## src/rtl/fp_addsub_sched_if.sv

```systemverilog
// rtl/fp_addsub_sched_if.sv - requester, datapath-control and result signals of the FADD/FSUB scheduler
interface fp_addsub_sched_if #(
    parameter int NUM_STAGES = 3,
    parameter int TAG_W      = 5
);
    logic              req0_valid;
    logic              req0_ready;
    logic [31:0]       req0_a;
    logic [31:0]       req0_b;
    logic              req0_sub;
    logic [TAG_W-1:0]  req0_tag;
    logic              req1_valid;
    logic              req1_ready;
    logic [31:0]       req1_a;
    logic [31:0]       req1_b;
    logic              req1_sub;
    logic [TAG_W-1:0]  req1_tag;
    logic              flush;
    logic [31:0]       dp_a;
    logic [31:0]       dp_b;
    logic              dp_add_sub;
    logic [NUM_STAGES-1:0] stage_en;
    logic              out_valid;
    logic              out_ready;
    logic [TAG_W-1:0]  out_tag;
    logic              out_src;
    logic [3:0]        in_flight;
    logic              busy;

    modport slave (
        input  req0_valid, req0_a, req0_b, req0_sub, req0_tag,
        input  req1_valid, req1_a, req1_b, req1_sub, req1_tag,
        input  flush, out_ready,
        output req0_ready, req1_ready, dp_a, dp_b, dp_add_sub, stage_en,
        output out_valid, out_tag, out_src, in_flight, busy
    );

    modport master (
        output req0_valid, req0_a, req0_b, req0_sub, req0_tag,
        output req1_valid, req1_a, req1_b, req1_sub, req1_tag,
        output flush, out_ready,
        input  req0_ready, req1_ready, dp_a, dp_b, dp_add_sub, stage_en,
        input  out_valid, out_tag, out_src, in_flight, busy
    );
endinterface

```

## src/rtl/fp_addsub_sched.sv

```systemverilog
// rtl/fp_addsub_sched.sv - two-requester round-robin issue and stage sequencing for the shared FADD/FSUB pipe
module fp_addsub_sched #(
    parameter int NUM_STAGES = 3,
    parameter int TAG_W      = 5
) (
    input  logic               clk,
    input  logic               reset_n,
    fp_addsub_sched_if.slave   bus
);
    localparam int N = NUM_STAGES;

    logic [N-1:0]     v_q, v_d;
    logic [N-1:0]     src_q, src_d;
    logic [TAG_W-1:0] tag_q [N];
    logic [TAG_W-1:0] tag_d [N];
    logic             last_grant_q, last_grant_d;
    logic [3:0]       in_flight_q, in_flight_d;
    logic [N-1:0]     en;
    logic             hole;
    logic             grant, can_issue, accept;

    // A stage may load when it or any stage downstream of it has room.
    always_comb begin
        hole = bus.out_ready;
        en   = '0;
        for (int i = N - 1; i >= 0; i--) begin
            hole  = hole | ~v_q[i];
            en[i] = hole;
        end
    end

    always_comb begin
        if (bus.req0_valid && bus.req1_valid) grant = ~last_grant_q;
        else                                  grant = bus.req1_valid;
    end

    assign can_issue      = en[0] & ~bus.flush;
    assign accept         = can_issue & (bus.req0_valid | bus.req1_valid);
    assign bus.req0_ready = can_issue & ~grant;
    assign bus.req1_ready = can_issue & grant;
    assign bus.dp_a       = grant ? bus.req1_a   : bus.req0_a;
    assign bus.dp_b       = grant ? bus.req1_b   : bus.req0_b;
    assign bus.dp_add_sub = grant ? bus.req1_sub : bus.req0_sub;
    assign bus.stage_en   = en;

    always_comb begin
        v_d          = v_q;
        src_d        = src_q;
        tag_d        = tag_q;
        last_grant_d = last_grant_q;
        for (int i = N - 1; i >= 1; i--) begin
            if (en[i]) begin
                v_d[i]   = v_q[i-1];
                src_d[i] = src_q[i-1];
                tag_d[i] = tag_q[i-1];
            end
        end
        if (en[0]) begin
            v_d[0] = accept;
            if (accept) begin
                src_d[0]     = grant;
                tag_d[0]     = grant ? bus.req1_tag : bus.req0_tag;
                last_grant_d = grant;
            end
        end
        // Flush kills every stage; tags are left as don't-care.
        if (bus.flush) v_d = '0;
        in_flight_d = 4'($countones(v_d));
    end

    always_ff @(posedge clk or negedge reset_n) begin
        if (!reset_n) begin
            v_q          <= '0;
            src_q        <= '0;
            last_grant_q <= 1'b1;
            in_flight_q  <= '0;
            for (int i = 0; i < N; i++) tag_q[i] <= '0;
        end else begin
            v_q          <= v_d;
            src_q        <= src_d;
            last_grant_q <= last_grant_d;
            in_flight_q  <= in_flight_d;
            tag_q        <= tag_d;
        end
    end

    assign bus.out_valid = v_q[N-1];
    assign bus.out_tag   = tag_q[N-1];
    assign bus.out_src   = src_q[N-1];
    assign bus.in_flight = in_flight_q;
    assign bus.busy      = |in_flight_q;
endmodule

```

## src/flat_wrapper.sv

```systemverilog
// flat-port wrapper written by rule: the top's interface ports become plain ports
module fp_addsub_sched_flat 
#(
    parameter int NUM_STAGES = 3,
    parameter int TAG_W      = 5
)
  (clk, reset_n, bus_req0_valid, bus_req0_a, bus_req0_b, bus_req0_sub, bus_req0_tag, bus_req1_valid, bus_req1_a, bus_req1_b, bus_req1_sub, bus_req1_tag, bus_flush, bus_out_ready, bus_req0_ready, bus_req1_ready, bus_dp_a, bus_dp_b, bus_dp_add_sub, bus_stage_en, bus_out_valid, bus_out_tag, bus_out_src, bus_in_flight, bus_busy);
  fp_addsub_sched_if #(.NUM_STAGES(NUM_STAGES), .TAG_W(TAG_W)) bus_i ();
  input  logic clk;
  input  logic reset_n;
  input wire logic [$bits(bus_i.req0_valid)-1:0] bus_req0_valid;
  input wire logic [$bits(bus_i.req0_a)-1:0] bus_req0_a;
  input wire logic [$bits(bus_i.req0_b)-1:0] bus_req0_b;
  input wire logic [$bits(bus_i.req0_sub)-1:0] bus_req0_sub;
  input wire logic [$bits(bus_i.req0_tag)-1:0] bus_req0_tag;
  input wire logic [$bits(bus_i.req1_valid)-1:0] bus_req1_valid;
  input wire logic [$bits(bus_i.req1_a)-1:0] bus_req1_a;
  input wire logic [$bits(bus_i.req1_b)-1:0] bus_req1_b;
  input wire logic [$bits(bus_i.req1_sub)-1:0] bus_req1_sub;
  input wire logic [$bits(bus_i.req1_tag)-1:0] bus_req1_tag;
  input wire logic [$bits(bus_i.flush)-1:0] bus_flush;
  input wire logic [$bits(bus_i.out_ready)-1:0] bus_out_ready;
  output wire logic [$bits(bus_i.req0_ready)-1:0] bus_req0_ready;
  output wire logic [$bits(bus_i.req1_ready)-1:0] bus_req1_ready;
  output wire logic [$bits(bus_i.dp_a)-1:0] bus_dp_a;
  output wire logic [$bits(bus_i.dp_b)-1:0] bus_dp_b;
  output wire logic [$bits(bus_i.dp_add_sub)-1:0] bus_dp_add_sub;
  output wire logic [$bits(bus_i.stage_en)-1:0] bus_stage_en;
  output wire logic [$bits(bus_i.out_valid)-1:0] bus_out_valid;
  output wire logic [$bits(bus_i.out_tag)-1:0] bus_out_tag;
  output wire logic [$bits(bus_i.out_src)-1:0] bus_out_src;
  output wire logic [$bits(bus_i.in_flight)-1:0] bus_in_flight;
  output wire logic [$bits(bus_i.busy)-1:0] bus_busy;
  assign bus_i.req0_valid = bus_req0_valid;
  assign bus_i.req0_a = bus_req0_a;
  assign bus_i.req0_b = bus_req0_b;
  assign bus_i.req0_sub = bus_req0_sub;
  assign bus_i.req0_tag = bus_req0_tag;
  assign bus_i.req1_valid = bus_req1_valid;
  assign bus_i.req1_a = bus_req1_a;
  assign bus_i.req1_b = bus_req1_b;
  assign bus_i.req1_sub = bus_req1_sub;
  assign bus_i.req1_tag = bus_req1_tag;
  assign bus_i.flush = bus_flush;
  assign bus_i.out_ready = bus_out_ready;
  assign bus_req0_ready = bus_i.req0_ready;
  assign bus_req1_ready = bus_i.req1_ready;
  assign bus_dp_a = bus_i.dp_a;
  assign bus_dp_b = bus_i.dp_b;
  assign bus_dp_add_sub = bus_i.dp_add_sub;
  assign bus_stage_en = bus_i.stage_en;
  assign bus_out_valid = bus_i.out_valid;
  assign bus_out_tag = bus_i.out_tag;
  assign bus_out_src = bus_i.out_src;
  assign bus_in_flight = bus_i.in_flight;
  assign bus_busy = bus_i.busy;
  fp_addsub_sched #(.NUM_STAGES(NUM_STAGES), .TAG_W(TAG_W)) u_core (.clk(clk), .reset_n(reset_n), .bus(bus_i));
endmodule
```

## config.mk

```make
export PLATFORM = sky130hd
export DESIGN_NAME = fp_addsub_sched_flat
export DESIGN_NICKNAME = d
export VERILOG_FILES = /design/src/rtl/fp_addsub_sched_if.sv /design/src/rtl/fp_addsub_sched.sv /design/src/flat_wrapper.sv
export SDC_FILE = /design/constraint.sdc
export NUM_CORES = 1
export LEC_CHECK = 0
export CAP_MARGIN = 20
export CORE_MARGIN = 4
export CORE_UTILIZATION = 31
export DETAILED_ROUTE_END_ITERATION = 10
export GPL_TIMING_DRIVEN = 0
export PLACE_DENSITY = 0.86
export SLEW_MARGIN = 20
export SYNTH_ARGS = -nofsm -noshare
export SYNTH_HDL_FRONTEND = slang
export SYNTH_SLANG_ARGS = --single-unit
```

## constraint.sdc

```tcl
create_clock -name clk -period 4.9 [get_ports clk]
set_input_delay 0.49 -clock clk [delete_from_list [all_inputs] [get_ports clk]]
set_output_delay 0.49 -clock clk [all_outputs]
set_load 0.005 [all_outputs]
```

==> metrics.txt, run 1 <==
# TYPE chip_impl_metric gauge
chip_impl_info{name="run_status",value="complete, no violations"} 1
chip_impl_info{name="end_kind",value="primary output"} 1
chip_impl_metric{name="synth.lib_cells_used.distinct",unit=""} 24
chip_impl_info{name="critical_path.top_delay_family",value="buffers and inverters"} 1
chip_impl_metric{name="worst_ep_required_time",unit="ns"} 4.41
chip_impl_info{name="critPathLaunch",value="bus_req1_valid"} 1
chip_impl_metric{name="nets",unit=""} 538
chip_impl_metric{name="fin_worst_skew",unit="ns"} 0.00321
chip_impl_metric{name="ys_async_sr_fraction",unit="%"} 100
chip_impl_metric{name="dp.final_hpwl",unit="mm"} 7.35
chip_impl_metric{name="wp_buf_inv",unit=""} 4
chip_impl_metric{name="drt.antenna.violating_nets",unit=""} 0
chip_impl_metric{name="grt_start_max_net_pins",unit=""} 26
chip_impl_info{name="cpMaxStageDelayCell",value="clkdlybuf4s50_1"} 1
chip_impl_metric{name="design_power_total",unit="W"} 0.000857
chip_impl_metric{name="initial_utilization",unit="%"} 32.0
chip_impl_metric{name="hold_slack",unit="ns"} 0.192
chip_impl_metric{name="globalRouteTotalUtil",unit="%"} 18.6
chip_impl_metric{name="buffer_ports.inserted",unit=""} 226
chip_impl_info{name="crit_path_start_kind",value="primary input"} 1
chip_impl_metric{name="core_area",unit="um^2"} 6790
chip_impl_metric{name="layout-area-overhead-vs-synth",unit="%"} 112
chip_impl_metric{name="timing.final.crit_share",unit="%"} 62.1
chip_impl_metric{name="htree_num_levels",unit=""} 1
chip_impl_metric{name="yosysSeqAreaShare",unit="%"} 28.9
chip_impl_metric{name="worst_ep_arrival_time",unit="ns"} 2.55
chip_impl_metric{name="die_width",unit="um"} 91.7
chip_impl_metric{name="mappedNetlistArea",unit="um^2"} 2170
chip_impl_metric{name="pin_count",unit=""} 228
chip_impl_info{name="most_frequent_cells_in_the_layout",value="clkdlybuf4s50_1 (225), mux2_4 (45), mux2_2 (42), dfrtp_1 (24), buf_4 (9)"} 1
chip_impl_info{name="worstPathCellList",value="clkdlybuf4s50_1 -> a21boi_4 -> buf_8 -> buf_12 -> mux2_4 -> clkdlybuf4s50_1"} 1
chip_impl_metric{name="ir_worst_vdd",unit="uV"} 148
chip_impl_metric{name="grt_pass1_vias",unit=""} 2314
chip_impl_metric{name="finalSetupViolCount",unit=""} 0
chip_impl_metric{name="grt_first_pass_wirelength",unit="mm"} 12.5
chip_impl_metric{name="worstSkewPairLatency",unit="ns"} 0.27
chip_impl_metric{name="vias_per_cell",unit=""} 4.48
chip_impl_metric{name="drt_pre_antenna_iters",unit=""} 4
chip_impl_metric{name="cts_buf_count",unit=""} 3
chip_impl_metric{name="cap_violations",unit=""} 0
chip_impl_metric{name="netlist_instances",unit=""} 157
chip_impl_metric{name="route.detailed.drc",unit=""} 0
chip_impl_metric{name="gp_congestion",unit=""} 0.843
chip_impl_metric{name="cts_setup_buffers",unit=""} 0
chip_impl_info{name="synth_top_flop_cell",value="dfrtp_1"} 1
chip_impl_metric{name="die-height",unit="um"} 91.7
chip_impl_metric{name="setup_tns",unit="ns"} 0
chip_impl_metric{name="diodes",unit=""} 0
chip_impl_metric{name="placed_cells_incl_taps",unit=""} 479
chip_impl_metric{name="finalCriticalPeriod",unit="ns"} 3.04
chip_impl_metric{name="final_max_tran_viols",unit=""} 0
chip_impl_metric{name="critical_path.max_fanout",unit=""} 10
chip_impl_metric{name="tightest_slew",unit="ns"} 0.536
chip_impl_info{name="rsz0062_at_grt",value="false"} 1
chip_impl_metric{name="post_cts.resized_instances",unit=""} 0
chip_impl_info{name="timing.rr.start",value="u_core.v_q[2]"} 1
chip_impl_metric{name="cts.sinks",unit=""} 25
chip_impl_metric{name="final_cell_count_no_fill",unit=""} 483
chip_impl_metric{name="hold_violations",unit=""} 0
chip_impl_metric{name="grt_remaining_overflow",unit=""} 0
chip_impl_metric{name="flop_and_latch_count_out_of_synthesis",unit=""} 25
chip_impl_metric{name="critPathMaxStageDelay",unit="ns"} 0.53
chip_impl_metric{name="floorplan.die_area",unit="um^2"} 8410
chip_impl_info{name="cts_root_buffer",value="clkbuf_8"} 1
chip_impl_metric{name="achievable-frequency",unit="MHz"} 329
chip_impl_metric{name="leakage",unit="nW"} 1.94
chip_impl_metric{name="pwr_density_cell",unit="nW/um^2"} 186
chip_impl_metric{name="holdBufCountCts",unit=""} 0
chip_impl_metric{name="wire_per_inst",unit="um"} 17.2
chip_impl_metric{name="cts-root-to-sink-buffers",unit=""} 2
chip_impl_metric{name="slew_headroom",unit="%"} 64.3
chip_impl_metric{name="synth_warnings",unit=""} 0
chip_impl_metric{name="initial_antenna_violation_count",unit=""} 0
chip_impl_info{name="cts_tree",value="built"} 1
chip_impl_metric{name="syn-mean-instance-area",unit="um^2"} 13.8
chip_impl_metric{name="initialDrtViolationCount",unit=""} 42
chip_impl_metric{name="row_count",unit=""} 30
chip_impl_metric{name="synth.net_count",unit=""} 307
chip_impl_metric{name="synth-edff-count",unit=""} 0
chip_impl_info{name="path_class",value="primary input to primary output"} 1
chip_impl_metric{name="number_of_vias_after_detailed_routing",unit=""} 2162
chip_impl_metric{name="proportion_of_layout_cells_with_a_drive_suffix_above_1",unit="%"} 28.9
chip_impl_info{name="layout_commonest_cell",value="clkdlybuf4s50_1"} 1
chip_impl_info{name="hold_class",value="primary input to asynchronous set/reset pin"} 1
chip_impl_metric{name="cts.reportedPaths.clkPinSlew",unit="ns"} 0.09
chip_impl_metric{name="totalWireLength",unit="mm"} 8.31
chip_impl_metric{name="n_fill_cell",unit=""} 544
chip_impl_info{name="crit_path_frequent_cell",value="clkdlybuf4s50_1"} 1
-- final timing paths --
kind                                           endpoint  cells after the start  slack, ns
max in group asynchronous           u_core.last_grant_q                      1       4.34
worst min register to register          u_core.tag_q[7]                      1       0.51
worst max-delay path                       bus_dp_b[24]                      6       1.86
min in group clk                        u_core.tag_q[7]                      1       0.51
worst max register to register  u_core.bus.in_flight[2]                      8       2.81
worst min-delay path              u_core.bus.out_tag[3]                      1       0.19
-- area by class of cell --
| class | count | area (um^2) | share of cell area [%] |
|---|---|---|---|
| timing repair buffer | 226 | 2260 | 49.1 |
| inverter | 5 | 18.8 | 0.408 |
| sequential | 25 | 627 | 13.6 |
| clock buffer | 3 | 41.3 | 0.898 |
| buffer | 16 | 185 | 4.03 |
| clock inverter | 1 | 7.51 | 0.163 |
| tap | 96 | 120 | 2.61 |
| multi-input combinational | 111 | 1340 | 29.2 |
-- per-stage QoR --
step / instance area (um^2) / utilization, % / setup slack, ns
finish: 4600 / 67.7 / 1.86
global route: 4600 / 67.7 / 1.78
CTS: 4600 / 67.7 / 1.82
detailed placement: 4550 / 67.0 / 1.82
global placement: 4550 / 67.0 / 1.85
floorplan: 2170 / - / 2.81
-- where the power goes --
group          switching, W  leakage [nW]  total (W)  internal, W
sequential        0.0000189         0.301   0.000259     0.000240
clock             0.0000647        0.0217   0.000122    0.0000576
combinational      0.000126          1.62   0.000476     0.000350
-- Yosys cell counts, types with 2 or more instances --
| library cell | n | area share (%) |
|---|---|---|
| buf_12 | 4 | 3.7 |
| a21oi_1 | 3 | 0.69 |
| mux2_4 | 45 | 31 |
| inv_1 | 5 | 0.86 |
| nand2_1 | 3 | 0.52 |
| ha_1 | 3 | 1.7 |
| nor2_1 | 4 | 0.69 |
| dfrtp_1 | 24 | 28 |
| buf_6 | 2 | 1.0 |
| mux2_2 | 42 | 22 |
| buf_4 | 9 | 3.1 |
-- metal layers --
metal	wire length (um)	GRT usage (%)
met5	0	0
met2	4590	36.3
met3	671	5.09
met4	227	6.03
met1	2820	18.9
-- kinds of logic after synthesis --
| kind of cell | after synthesis | share of synthesized area [%] |
|---|---|---|
| AND/OR/NAND/NOR | 13 | 3.86 |
| other | 1 | 0.173 |
| multiplexers | 87 | 52.9 |
| AO/OA/AOI/OAI | 6 | 2.13 |
| buffers and inverters | 21 | 9.39 |
| adder cells (fa/ha/maj) | 4 | 2.65 |
| flip-flops | 25 | 28.9 |
-- state kept, by name, indices dropped and copies added, names as in the netlist --
name	count
u_core.v_q	3
u_core.bus.in_flight	3
u_core.tag_q	10
u_core.bus.out_tag	5
u_core.last_grant_q	1
u_core.src_q	3
-- worst reg2reg max path: stages, from the launching register on --
cell      delay [ns]
dfrtp_1         0.43
nand2b_4        0.06
buf_6           0.14
or2_1           0.22
buf_6           0.15
a21oi_1         0.33
ha_1            0.31
ha_1            0.18
ha_1            0.17
Power figures use the tool's default switching activity.
==> run 2: changes to the inputs <==
CORE_UTILIZATION = 29   (was 31)
PLACE_DENSITY = 0.82   (was 0.86)
clock period = 3.1 ns   (was 4.9 ns; I/O delays follow)
==> run 2 against run 1 <==
  * Total power grew 57%
  * Core utilization shrank 4.3 points
  * Cell count grew 0.62%
  * Clock power grew 53%
  * Sequential power grew 58%
  * Critical path type unchanged
  * Critical endpoint is now bus_dp_b[19]
  * Largest power group unchanged
  * Highest routed layer unchanged
==> metrics.txt, run 2 (same netlist as run 1, synthesis figures left out) <==
# TYPE chip_impl_metric gauge
chip_impl_info{name="run_status",value="complete, no violations"} 1
chip_impl_metric{name="floorplan.die_area",unit="um^2"} 8930
chip_impl_metric{name="final_max_tran_viols",unit=""} 0
chip_impl_metric{name="setup_tns",unit="ns"} 0
chip_impl_metric{name="cts_buf_count",unit=""} 3
chip_impl_metric{name="pin_count",unit=""} 228
chip_impl_metric{name="worst_ep_arrival_time",unit="ns"} 2.39
chip_impl_metric{name="timing.final.crit_share",unit="%"} 87.2
chip_impl_metric{name="proportion_of_layout_cells_with_a_drive_suffix_above_1",unit="%"} 28.7
chip_impl_metric{name="htree_num_levels",unit=""} 1
chip_impl_metric{name="diodes",unit=""} 0
chip_impl_metric{name="cap_violations",unit=""} 0
chip_impl_metric{name="drt.antenna.violating_nets",unit=""} 0
chip_impl_info{name="crit_path_start_kind",value="primary input"} 1
chip_impl_metric{name="cts-root-to-sink-buffers",unit=""} 2
chip_impl_metric{name="initial_utilization",unit="%"} 29.9
chip_impl_metric{name="slack_of_the_worst_reg_to_reg_path",unit="ns"} 1.05
chip_impl_metric{name="achievable-frequency",unit="MHz"} 370
chip_impl_metric{name="initialDrtViolationCount",unit=""} 26
chip_impl_metric{name="die_width",unit="um"} 94.5
chip_impl_metric{name="ir_worst_vdd",unit="uV"} 295
chip_impl_metric{name="grt_first_pass_wirelength",unit="mm"} 12.4
chip_impl_info{name="path_class",value="primary input to primary output"} 1
chip_impl_info{name="cpMaxStageDelayCell",value="clkdlybuf4s50_1"} 1
chip_impl_metric{name="post_cts.resized_instances",unit=""} 0
chip_impl_metric{name="grt_start_max_net_pins",unit=""} 26
chip_impl_metric{name="hold_slack",unit="ns"} 0.0243
chip_impl_metric{name="totalWireLength",unit="mm"} 8.54
chip_impl_metric{name="wp_buf_inv",unit=""} 4
chip_impl_info{name="timing.rr.start",value="u_core.v_q[2]"} 1
chip_impl_metric{name="tightest_slew",unit="ns"} 0.559
chip_impl_info{name="hold_class",value="primary input to asynchronous set/reset pin"} 1
chip_impl_metric{name="route.detailed.drc",unit=""} 0
chip_impl_metric{name="pwr_density_cell",unit="nW/um^2"} 293
chip_impl_metric{name="wire_per_inst",unit="um"} 17.6
chip_impl_metric{name="critical_path.max_fanout",unit=""} 10
chip_impl_metric{name="cts.reportedPaths.clkPinSlew",unit="ns"} 0.08
chip_impl_metric{name="finalSetupViolCount",unit=""} 0
chip_impl_metric{name="worstSkewPairLatency",unit="ns"} 0.26
chip_impl_metric{name="grt_remaining_overflow",unit=""} 0
chip_impl_metric{name="holdBufCountCts",unit=""} 0
chip_impl_metric{name="cts.sinks",unit=""} 25
chip_impl_metric{name="critPathMaxStageDelay",unit="ns"} 0.54
chip_impl_metric{name="number_of_vias_after_detailed_routing",unit=""} 2112
chip_impl_info{name="critical_path.top_delay_family",value="buffers and inverters"} 1
chip_impl_metric{name="slew_headroom",unit="%"} 62.8
chip_impl_info{name="worst_r2r_endpoint",value="u_core.bus.in_flight[2]"} 1
chip_impl_metric{name="worst_ep_required_time",unit="ns"} 2.79
chip_impl_info{name="crit_path_frequent_cell",value="clkdlybuf4s50_1"} 1
chip_impl_metric{name="row_count",unit=""} 31
chip_impl_metric{name="die-height",unit="um"} 94.5
chip_impl_metric{name="leakage",unit="nW"} 1.94
chip_impl_metric{name="largest_register_ffs",unit=""} 10
chip_impl_metric{name="drt_pre_antenna_iters",unit=""} 4
chip_impl_metric{name="buffer_ports.inserted",unit=""} 226
chip_impl_metric{name="fin_worst_skew",unit="ns"} 0.00438
chip_impl_info{name="most_frequent_cells_in_the_layout",value="clkdlybuf4s50_1 (225), mux2_4 (45), mux2_2 (42), dfrtp_1 (24), buf_4 (9)"} 1
chip_impl_info{name="critical_path.endpoint",value="bus_dp_b[19]"} 1
chip_impl_metric{name="grt_pass1_vias",unit=""} 2298
chip_impl_metric{name="dp.final_hpwl",unit="mm"} 7.46
chip_impl_metric{name="layout-area-overhead-vs-synth",unit="%"} 112
chip_impl_metric{name="core_area",unit="um^2"} 7250
chip_impl_info{name="end_kind",value="primary output"} 1
chip_impl_metric{name="finalCriticalPeriod",unit="ns"} 2.70
chip_impl_metric{name="cts_setup_buffers",unit=""} 0
chip_impl_metric{name="worst-r2r-cell-count",unit=""} 8
chip_impl_info{name="layout_commonest_cell",value="clkdlybuf4s50_1"} 1
chip_impl_info{name="cts_root_buffer",value="clkbuf_8"} 1
chip_impl_info{name="rsz0062_at_grt",value="false"} 1
chip_impl_metric{name="hold_violations",unit=""} 0
chip_impl_metric{name="gp_congestion",unit=""} 0.741
chip_impl_info{name="critPathLaunch",value="bus_req1_valid"} 1
chip_impl_metric{name="nets",unit=""} 538
chip_impl_info{name="register_containing_the_most_flip_flops_in_the_final_layout",value="u_core.tag_q"} 1
chip_impl_info{name="cts_tree",value="built"} 1
chip_impl_metric{name="initial_antenna_violation_count",unit=""} 0
chip_impl_metric{name="globalRouteTotalUtil",unit="%"} 17.9
chip_impl_metric{name="vias_per_cell",unit=""} 4.35
chip_impl_metric{name="crit_cells",unit=""} 6
chip_impl_info{name="worstPathCellList",value="clkdlybuf4s50_1 -> a21boi_4 -> buf_8 -> buf_12 -> mux2_4 -> clkdlybuf4s50_1"} 1
==> run 2: worst min path at each step <==
stage                startpoint                      end  slack [ns]  cells after the start
2_1_floorplan           reset_n  u_core.bus.in_flight[0]        0.01                      0
3_3_place_gp   u_core.tag_q[13]          u_core.tag_q[8]        0.48                      1
3_5_place_dp   u_core.tag_q[10]          u_core.tag_q[5]        0.49                      1
4_1_cts        u_core.tag_q[10]          u_core.tag_q[5]        0.51                      1
5_1_grt                 reset_n            u_core.v_q[2]        0.05                      1
6_report                reset_n            u_core.v_q[2]        0.02                      1
==> run 2: area by class of cell <==
class | instances | area [um^2]
Tap cell | 99 | 124
Inverter | 5 | 18.8
Fill cell | 560 | 2660
Multi-Input combinational cell | 111 | 1340
Sequential cell | 25 | 627
Buffer | 16 | 185
Clock buffer | 4 | 45.0
Timing Repair Buffer | 226 | 2260
==> run 2: per-layer routing <==
| layer | up-vias | track usage (%) | part of all wire (%) |
|---|---|---|---|
| met1 | 982 | 18.1 | 34 |
| met4 | 0 | 3.97 | 1.9 |
| met5 | - | 0 | 0 |
| met3 | 12 | 5.82 | 10 |
| li1 | 1016 | - | - |
| met2 | 102 | 35.3 | 54 |
==> run 2: worst reg2reg max path: cells and delay by family (launching register included) <==
kind | cells | cell delay [ns]
compound gates | 1 | 0.29
buf+inv | 2 | 0.29
flops | 1 | 0.42
simple gates | 2 | 0.28
fa+ha+maj | 3 | 0.66
==> run 2: stage by stage <==
| stage | util [%] | total power, W | cell area [um^2] | cells | setup slack, ns |
|---|---|---|---|---|---|
| 6_report | 63.4 | 0.00135 | 4600 | 486 | 0.396 |
| 3_3_place_gp | 62.8 | 0.00116 | 4560 | 482 | 0.415 |
| 2_1_floorplan | - | 0.000723 | 2170 | 157 | 1.18 |
| 3_5_place_dp | 62.8 | 0.00118 | 4560 | 482 | 0.391 |
| 5_1_grt | 63.4 | 0.00142 | 4600 | 486 | 0.314 |
| 4_1_cts | 63.4 | 0.00137 | 4600 | 486 | 0.388 |
==> run 2: where the power goes <==
part | internal, W | switching, W
combinational | 0.000553 | 0.000200
sequential | 0.000379 | 0.0000292
clock | 0.0000918 | 0.0000956
total | 0.00102 | 0.000325
==> run 3: changes to the inputs <==
GPL_ROUTABILITY_DRIVEN = 1   (was unset)
==> results of run 3 <==
Final layout, timing and power as in run 2 (identical DEF).
